===== config.mk =====
export PLATFORM = sky130hd
export DESIGN_NAME = l0_skew_feeder
export DESIGN_NICKNAME = d
export VERILOG_FILES = /design/src/rtl/l0_skew_feeder_pkg.sv /design/src/rtl/l0_skew_feeder_row_fifo.sv /design/src/rtl/l0_skew_feeder.sv
export SDC_FILE = /design/constraint.sdc
export NUM_CORES = 2
export LEC_CHECK = 0
export BUFFER_PORTS_ARGS = -buffer_cell sky130_fd_sc_hd__buf_4
export CAP_MARGIN = 0
export CORE_MARGIN = 5
export CORE_UTILIZATION = 40
export CTS_CLUSTER_SIZE = 25
export DETAILED_ROUTE_END_ITERATION = 10
export MAX_ROUTING_LAYER = met4
export PLACE_DENSITY = 0.63
export SLEW_MARGIN = 20
export SYNTH_ARGS = -nofsm -noshare
export SYNTH_HDL_FRONTEND = slang
export SYNTH_SLANG_ARGS = --single-unit
export TNS_END_PERCENT = 10

===== constraint.sdc =====
create_clock -name clk -period 7.06 [get_ports clk]
set_clock_uncertainty 0.15 [all_clocks]
set_input_delay 1.412 -clock clk [delete_from_list [all_inputs] [get_ports clk]]
set_output_delay 1.412 -clock clk [all_outputs]
set_load 0.01 [all_outputs]

===== src/rtl/l0_skew_feeder_pkg.sv =====
// ---------------------------------------------------------------------------
// l0_skew_feeder_pkg
//   Constants and types shared by the L0 skew feeder, the systolic array and
//   the MAC tiles.
//   - ROW_DEFAULT / BW_DEFAULT / DEPTH_DEFAULT : default array geometry
//   - inst_e : 2-bit west instruction (bit1 = execute, bit0 = kernel load)
//   - ptr_width() : FIFO pointer width, one wrap bit above the address bits
// ---------------------------------------------------------------------------
package l0_skew_feeder_pkg;

    localparam int unsigned ROW_DEFAULT   = 8;
    localparam int unsigned BW_DEFAULT    = 4;
    localparam int unsigned DEPTH_DEFAULT = 64;

    typedef enum logic [1:0] {
        INST_IDLE = 2'b00,
        INST_LOAD = 2'b01,
        INST_EXEC = 2'b10
    } inst_e;

    // Address bits plus one wrap bit so full and empty can be told apart.
    function automatic int unsigned ptr_width(input int unsigned entries);
        return $clog2(entries) + 1;
    endfunction

endpackage


===== src/rtl/l0_skew_feeder_row_fifo.sv =====
// ---------------------------------------------------------------------------
// l0_row_fifo
//   One lane of the L0 buffer: depth x bw storage plus read/write pointers.
//   Ports:
//     clk    : clock, rising edge
//     reset  : asynchronous active-low reset (pointers only)
//     push   : write din this cycle (ignored when full)
//     pop    : advance the read pointer this cycle (ignored when empty)
//     din    : write data
//     dout   : entry at the read pointer (valid when !empty)
//     full   : depth entries held
//     empty  : no entries held
//   Pointers are ptr_width(depth) bits and wrap modulo 2*depth; storage is
//   not reset because the pointers alone define which entries are live.
// ---------------------------------------------------------------------------
module l0_row_fifo
    import l0_skew_feeder_pkg::*;
#(
    parameter int unsigned bw    = BW_DEFAULT,
    parameter int unsigned depth = DEPTH_DEFAULT
) (
    input  logic          clk,
    input  logic          reset,
    input  logic          push,
    input  logic          pop,
    input  logic [bw-1:0] din,
    output logic [bw-1:0] dout,
    output logic          full,
    output logic          empty
);

    localparam int unsigned PW = ptr_width(depth);
    localparam int unsigned AW = PW - 1;

    logic [PW-1:0] wr_ptr_q, wr_ptr_d;
    logic [PW-1:0] rd_ptr_q, rd_ptr_d;
    logic [bw-1:0] mem_q [depth];
    logic          do_push;
    logic          do_pop;

    always_comb begin
        // Wrap bits differ with equal address bits: writer is a full lap ahead.
        full    = (wr_ptr_q[PW-1] != rd_ptr_q[PW-1]) &&
                  (wr_ptr_q[AW-1:0] == rd_ptr_q[AW-1:0]);
        empty   = (wr_ptr_q == rd_ptr_q);
        do_push = push && !full;
        do_pop  = pop && !empty;
        dout    = mem_q[rd_ptr_q[AW-1:0]];

        wr_ptr_d = wr_ptr_q;
        rd_ptr_d = rd_ptr_q;
        if (do_push) begin
            wr_ptr_d = wr_ptr_q + PW'(1);
        end
        if (do_pop) begin
            rd_ptr_d = rd_ptr_q + PW'(1);
        end
    end

    always_ff @(posedge clk or negedge reset) begin
        if (!reset) begin
            wr_ptr_q <= '0;
            rd_ptr_q <= '0;
        end else begin
            wr_ptr_q <= wr_ptr_d;
            rd_ptr_q <= rd_ptr_d;
        end
    end

    always_ff @(posedge clk) begin
        if (do_push) begin
            mem_q[wr_ptr_q[AW-1:0]] <= din;
        end
    end

endmodule


===== src/rtl/l0_skew_feeder.sv =====
// ---------------------------------------------------------------------------
// l0_skew_feeder
//   L0 activation/weight buffer feeding the west edge of a systolic array.
//   Each array row has its own FIFO lane; a read request is delayed by r
//   cycles for lane r so the array sees a diagonal wavefront.
//   Ports:
//     clk      : clock, rising edge
//     reset    : asynchronous active-low reset
//     in       : write vector, lane r at [r*bw +: bw]
//     wr       : push in into every lane (dropped while o_full)
//     rd       : start a skewed read of one vector
//     inst_in  : instruction travelling with the read (bit1 exec, bit0 load)
//     out      : per-lane west data, 0 in cycles without a pop on that lane
//     inst_out : per-lane west instruction, 2'b00 without a pop
//     o_full   : some lane holds depth entries
//     o_ready  : !o_full
//     o_valid  : lane 0 holds at least one entry
//   Timing: rd accepted in cycle t pops lane r at the end of cycle t+r and
//   presents the entry on out/inst_out lane r during cycle t+1+r.
// ---------------------------------------------------------------------------
module l0_skew_feeder
    import l0_skew_feeder_pkg::*;
#(
    parameter int unsigned row   = ROW_DEFAULT,
    parameter int unsigned bw    = BW_DEFAULT,
    parameter int unsigned depth = DEPTH_DEFAULT
) (
    input  logic                clk,
    input  logic                reset,
    input  logic [row*bw-1:0]   in,
    input  logic                wr,
    input  logic                rd,
    input  logic [1:0]          inst_in,
    output logic [row*bw-1:0]   out,
    output logic [row*2-1:0]    inst_out,
    output logic                o_full,
    output logic                o_ready,
    output logic                o_valid
);

    // Lane 0 uses rd directly; lanes 1..row-1 take stage r-1 of the delay line.
    localparam int unsigned SKEW = (row > 1) ? row - 1 : 1;

    logic [SKEW-1:0]     rd_skew_q, rd_skew_d;
    logic [1:0]          inst_skew_q [SKEW];
    logic [1:0]          inst_skew_d [SKEW];

    logic [row-1:0]      lane_rd;
    logic [row-1:0]      lane_pop;
    logic [row-1:0]      lane_full;
    logic [row-1:0]      lane_empty;
    logic [1:0]          lane_inst [row];
    logic [bw-1:0]       lane_head [row];
    logic                push;

    logic [row*bw-1:0]   out_q, out_d;
    logic [row*2-1:0]    inst_out_q, inst_out_d;

    // Status flags come straight from the registered pointers.
    always_comb begin
        o_full  = |lane_full;
        o_ready = !o_full;
        o_valid = !lane_empty[0];
        // One shared push: a write lands in every lane or in none.
        push    = wr && !o_full;
    end

    // Per-lane read request and instruction, then the next delay-line state.
    always_comb begin
        lane_rd      = '0;
        lane_rd[0]   = rd;
        lane_inst[0] = rd ? inst_in : INST_IDLE;
        for (int unsigned r = 1; r < row; r++) begin
            lane_rd[r]   = rd_skew_q[r-1];
            lane_inst[r] = inst_skew_q[r-1];
        end

        rd_skew_d      = '0;
        rd_skew_d[0]   = lane_rd[0];
        inst_skew_d[0] = lane_inst[0];
        for (int unsigned k = 1; k < SKEW; k++) begin
            rd_skew_d[k]   = rd_skew_q[k-1];
            inst_skew_d[k] = inst_skew_q[k-1];
        end
    end

    // A request reaching an empty lane becomes a bubble and leaves the lane alone.
    always_comb begin
        lane_pop   = lane_rd & ~lane_empty;
        out_d      = '0;
        inst_out_d = '0;
        for (int unsigned r = 0; r < row; r++) begin
            if (lane_pop[r]) begin
                out_d[r*bw +: bw]   = lane_head[r];
                inst_out_d[r*2 +: 2] = lane_inst[r];
            end
        end
    end

    always_ff @(posedge clk or negedge reset) begin
        if (!reset) begin
            rd_skew_q  <= '0;
            out_q      <= '0;
            inst_out_q <= '0;
            for (int unsigned k = 0; k < SKEW; k++) begin
                inst_skew_q[k] <= '0;
            end
        end else begin
            rd_skew_q  <= rd_skew_d;
            out_q      <= out_d;
            inst_out_q <= inst_out_d;
            for (int unsigned k = 0; k < SKEW; k++) begin
                inst_skew_q[k] <= inst_skew_d[k];
            end
        end
    end

    always_comb begin
        out      = out_q;
        inst_out = inst_out_q;
    end

    for (genvar g = 0; g < row; g++) begin : g_lane
        l0_row_fifo #(
            .bw    (bw),
            .depth (depth)
        ) u_fifo (
            .clk   (clk),
            .reset (reset),
            .push  (push),
            .pop   (lane_pop[g]),
            .din   (in[g*bw +: bw]),
            .dout  (lane_head[g]),
            .full  (lane_full[g]),
            .empty (lane_empty[g])
        );
    end

endmodule

* Word-level counts from Yosys, hierarchy flattened *
Memories as Yosys holds them, arrays and structs flattened.
Cells that the tools add are included.

cells by class
  muxes and demuxes = 33
  equality and inequality tests = 24
  bitwise gates (word level) = 2
  add/subtract/negate cells = 16
  reductions and logical operators = 43

operators by type and width
  kind                                                           number
  7-bit by 1-bit adder with 7-bit output, second input constant  16
  7-bit equality test                                            8
  6-bit equality test                                            8
  4-bit two-way mux                                              8
  1-bit logical AND                                              25
  2-bit two-way mux                                              9
  1-bit zero test                                                17
  1-bit two-way mux                                              16
  8-bit AND                                                      1
  1-bit inequality test                                          8
  8-bit inverter                                                 1
  8-bit OR reduction                                             1

word-level totals
  output and inout port bits = 51
  memories kept = 8
  flip-flop bits (word level) = 181
  bits in writable memories = 2048
  word-level logic and storage cells = 152

memory list
  name                    words  bits a word  read ports  clocked after Yosys merged registers in  wr ports  line                           RTL
  g_lane[0].u_fifo.mem_q  64     4            1           0                                        1         l0_skew_feeder_row_fifo.sv:37  logic [bw-1:0] mem_q [depth];
  g_lane[1].u_fifo.mem_q  64     4            1           0                                        1         l0_skew_feeder_row_fifo.sv:37
  g_lane[2].u_fifo.mem_q  64     4            1           0                                        1         l0_skew_feeder_row_fifo.sv:37
  g_lane[3].u_fifo.mem_q  64     4            1           0                                        1         l0_skew_feeder_row_fifo.sv:37
  g_lane[4].u_fifo.mem_q  64     4            1           0                                        1         l0_skew_feeder_row_fifo.sv:37
  g_lane[5].u_fifo.mem_q  64     4            1           0                                        1         l0_skew_feeder_row_fifo.sv:37
  +2 memories             --     --           --          --                                       --        --

* Depth between registers and ports, before layout *
  depth in word-level cells = 8
  depth in mapped cells = 11

* Cells and area by module *
From an unflattened synthesis, not the netlist that was laid out.

unflattened totals
  cells, all modules = 4852
  area, all modules = 89500.8 µm²

modules (own cells, without submodules)
  module                              cells each  instances  seq. area each (µm²)  area an instance (µm²)
  l0_row_fifo (g_lane[2].u_fifo ...)  591         6          8037.7                10921.7
  l0_row_fifo (g_lane[0].u_fifo ...)  586         2          8037.7                10918.0
  l0_skew_feeder                      134         1          1726.7                2134.5

* Worst setup path after synthesis *
OpenSTA, ideal clock, no wires.

  path type = flip-flop to output port
  from = reg g_lane[5].u_fifo.wr_ptr_q[0]
  to = out o_full
  stages on the path, launching flop included = 10
  data arrival time = 2104 ps
  required time = 5498 ps
  buffers on the path = 4
  setup slack = 3394 ps
  cells stage by stage = dfrtp_1 > buf_2 > xnor2_1 > nand2_1 > nor4_1 > nor2_1 > nand3_1 > buf_2 > buf_2 > buf_2

on the way
  cells in the longest elaborated chain, start to end = 3

RTL lines
  item                    line                           RTL
  start, declared         l0_skew_feeder_row_fifo.sv:35  logic [PW-1:0] wr_ptr_q, wr_ptr_d;
  start signal, assigned  l0_skew_feeder_row_fifo.sv:65  wr_ptr_q <= wr_ptr_d;
  6-bit equality test     l0_skew_feeder_row_fifo.sv:44  (wr_ptr_q[AW-1:0] == rd_ptr_q[AW-1:0]);
  1-bit logical AND       l0_skew_feeder_row_fifo.sv:43  full = (wr_ptr_q[PW-1] != rd_ptr_q[PW-1]) &&
  8-bit OR reduction      l0_skew_feeder.sv:61           o_full = |lane_full;
  end, declared           l0_skew_feeder.sv:36           output logic o_full,

Every way passes these cells.

* Final worst setup path *
  from = reg g_lane[7].u_fifo.rd_ptr_q[0]
  to = out o_ready

on the way
  cells in the longest elaborated chain, start to end = 4

RTL lines
  item                    line                           RTL
  start, declared         l0_skew_feeder_row_fifo.sv:36  logic [PW-1:0] rd_ptr_q, rd_ptr_d;
  start signal, assigned  l0_skew_feeder_row_fifo.sv:66  rd_ptr_q <= rd_ptr_d;
  6-bit equality test     l0_skew_feeder_row_fifo.sv:44
  1-bit logical AND       l0_skew_feeder_row_fifo.sv:43
  8-bit OR reduction      l0_skew_feeder.sv:61
  1-bit zero test         l0_skew_feeder.sv:62           o_ready = !o_full;
  end, declared           l0_skew_feeder.sv:37           output logic o_ready,

Every way passes these cells.

==> results.json <==
{
  "outcome": "complete, no violations",
  "cts-resized-gates": 0,
  "hold_class": "register to register",
  "routedWlPerCell_um": 24.2,
  "wl_met1_mm": 83.8,
  "finalMaxSlewViolations": 0,
  "syn-instance-count": 4840,
  "synth_edf_count": 2048,
  "route.antenna.remaining_nets": 0,
  "ys_top_cells_by_area": "edfxtp_1 (69%), mux4_2 (12%), dfrtp_1 (5.1%), nor2_1 (2.1%), mux2i_1 (1.4%)",
  "fin_crit_ps": 5970,
  "endpoint_kind": "primary output",
  "avgSynthCellArea_sq_um": 18.4,
  "overflow": 0,
  "port-buffer-count": 88,
  "cts-buffers-inserted": 214,
  "die-width_um": 482,
  "track_usage": 0.170,
  "crit_slowest_cell": "dfrtp_4",
  "synth_area_sq_mm": 0.0891,
  "netlist_top_cells_count": "edfxtp_1 (2048), nor2_1 (498), mux4_2 (465)",
  "vias": 44200,
  "dr_wl_met2_mm": 93.7,
  "leakagePower_nw": 31.4,
  "totalWireLength_mm": 194,
  "r2r-end": "g_lane[3].u_fifo.mem_q[21][2]",
  "maxUsedRoutingLayer": "met4",
  "finalCritPeriodShare": 0.845,
  "rr_startpoint": "g_lane[7].u_fifo.rd_ptr_q[0]",
  "antenna_found_initial": 8,
  "cp.arrival_ps": 4410,
  "swShare": 0.313,
  "path_clk_slew_ps": 60,
  "initial_core_util": 0.402,
  "tns_ps": 0,
  "cts_setup_buffers": 0,
  "grt_pass1_wl_mm": 293,
  "ys_ff_latch": 2229,
  "clockBufferDepth": 3,
  "dr.pass1.iters": 5,
  "gp_congestion": 0.810,
  "cp_slowest_stage_delay_ps": 970,
  "pwr-share-clk": 0.299,
  "reg2regPathDepth": 9,
  "finalHoldViolations": 0,
  "seqPwrFrac": 0.436,
  "syn-num-nets": 4894,
  "async_flop_share": 0.0812,
  "synth_top_area_cell": "edfxtp_1",
  "htree_num_levels": 4,
  "p_switching_mw": 11.9,
  "cp-start-kind": "register",
  "yosysWarnings": 0,
  "wl_met3_mm": 11.7,
  "power_density_mw_per_mm2": 383,
  "cts-root-buf": "clkbuf_16",
  "fin_nets": 4905,
  "fp-row-count": 173,
  "synth_most_common_cell": "edfxtp_1",
  "pin_count": 89,
  "drtIter0Drc": 4345,
  "layout-drive-gt1-share": 0.201,
  "area_delta_synth_final_pct": 11.6,
  "ys_seq_area_frac": 0.741,
  "rsz0062_at_grt": "false",
  "crit_fanout": 43,
  "crit_type": "register to primary output",
  "grt_pass1_vias": 45400,
  "grt_max_degree": 97,
  "holdWs_ps": 216,
  "setup_viol": 0,
  "maxCapViolCount": 0,
  "cp-endpoint": "o_ready",
  "via_per_inst": 5.52,
  "cts_sinks": 2229,
  "die_area_sq_mm": 0.232,
  "drc_errors": 0,
  "relSlewSlack": 0.246,
  "place.detailed.hpwl_mm": 118,
  "holdPathStages": 0,
  "cts-hold-fix-buffers": 0,
  "dieHeight_um": 482,
  "startpoint": "g_lane[7].u_fifo.rd_ptr_q[0]",
  "cp_cell_sequence": "xnor2_1 -> nand4_1 -> nor4b_1 -> nor4_2 -> nand3_4 -> inv_2 -> buf_4",
  "synth_top_area_frac": 0.690,
  "ys_types": 64,
  "synthFlopType": "edfxtp_1",
  "fmax_mhz": 168,
  "worstSkewPairLatency_ps": 860,
  "p_comb_frac": 0.266,
  "p_int_mw": 26.2,
  "vdd_ir_drop_max_mv": 0.337,
  "r2r_slack_ps": 2010,
  "coreArea_sq_mm": 0.222,
  "worst_pin_slew_ps": 1120,
  "cts_tree": "done",
  "crit_required_ps": 5500
}
## how the worst min path moves through the flow
stage / startpoint / end / slack (ps)
after floorplan: inst_skew_d[2] / inst_skew_d[0] / 200
after global placement: inst_skew_d[5] / inst_skew_d[3] / 200
after detailed placement: inst_skew_d[10] / inst_skew_d[8] / 200
after CTS: inst_skew_d[10] / inst_skew_d[8] / 220
after global routing: inst_skew_d[10] / inst_skew_d[8] / 230
final: inst_skew_d[10] / inst_skew_d[8] / 220
## metal layers
metal / track usage / up-vias
met5: - / -
met4: 0.0445 / 0
met3: 0.0266 / 307
met2: 0.267 / 1457
met1: 0.235 / 23100
li1: - / 19400
## through the flow
| step | worst slack, ps | area [sq um] | power, mW | instances | utilization |
|---|---|---|---|---|---|
| detailed placement | 1970 | 92400 | 27.0 | 7610 | 0.416 |
| finish | 1090 | 99400 | 38.1 | 8017 | 0.448 |
| global route | 884 | 99400 | 39.8 | 8016 | 0.448 |
| floorplan | 3390 | 89100 | 24.0 | 4840 | - |
| global placement | 2020 | 92400 | 26.9 | 7610 | 0.416 |
| CTS | 1030 | 99400 | 38.4 | 8015 | 0.448 |
## worst max-delay path, delay by kind of cell, from the launching register on
| family | cells | cell delay (ps) |
|---|---|---|
| simple gates | 4 | 1700 |
| flops | 1 | 970 |
| buf+inv | 2 | 670 |
| xor+xnor | 1 | 200 |
## power by group through the flow
stage | clock, mW | sequential, mW | combinational, mW
floorplan | 0 | 15.8 | 8.17
finish | 11.4 | 16.6 | 10.1
global placement | 0 | 16.8 | 10.1
CTS | 11.6 | 16.6 | 10.2
global route | 12.2 | 16.8 | 10.8
detailed placement | 0 | 16.9 | 10.1
## registers in the layout (all words and copies together), names as in the netlist
name                    cells
inst_skew_q                 2
g_lane.u_fifo.rd_ptr_q     56
out                        32
g_lane.u_fifo.mem_q      2048
inst_out                   16
rd_skew_q                   7
inst_skew_d                12
g_lane.u_fifo.wr_ptr_q     56
## logic make-up after synthesis
| kind of cell | Yosys count | share of synthesized area |
|---|---|---|
| muxes | 642 | 0.138 |
| and+or+nand+nor | 1081 | 0.0581 |
| DFF | 2229 | 0.741 |
| AOI/OAI and AO/OA | 379 | 0.0289 |
| xor gates and xnor gates | 149 | 0.0146 |
| buffers and inverters | 344 | 0.0169 |
| adders and majority gates | 16 | 0.00225 |
## area by class of cell
class,count,area [sq um]
fill,18700,122000
sequential,2229,66100
multi-input combinational,2267,21600
clock buffer,247,5550
tap,2975,3720
clock inverter,158,1480
timing repair buffer,118,906
inverter,21,78.8
antenna,2,5.00
## placed cells by master (no fill, tap or decap), types with 50 or more instances in the layout
cell       synthesis  routed
mux4_2           465     465
clkinv_2           0      59
nand2_1          141     141
dfrtp_1          181     165
mux2i_1          128     128
edfxtp_1        2048    2048
buf_4             23     116
clkbuf_16          0     215
nand3_1           84      83
xor2_1            51      51
nor3_1            68      68
a22oi_1           97      97
xnor2_1           98      98
a21oi_1           85      85
nor2b_1           50      50
nor2_1           498     498
(Power assumes the default switching activity.)
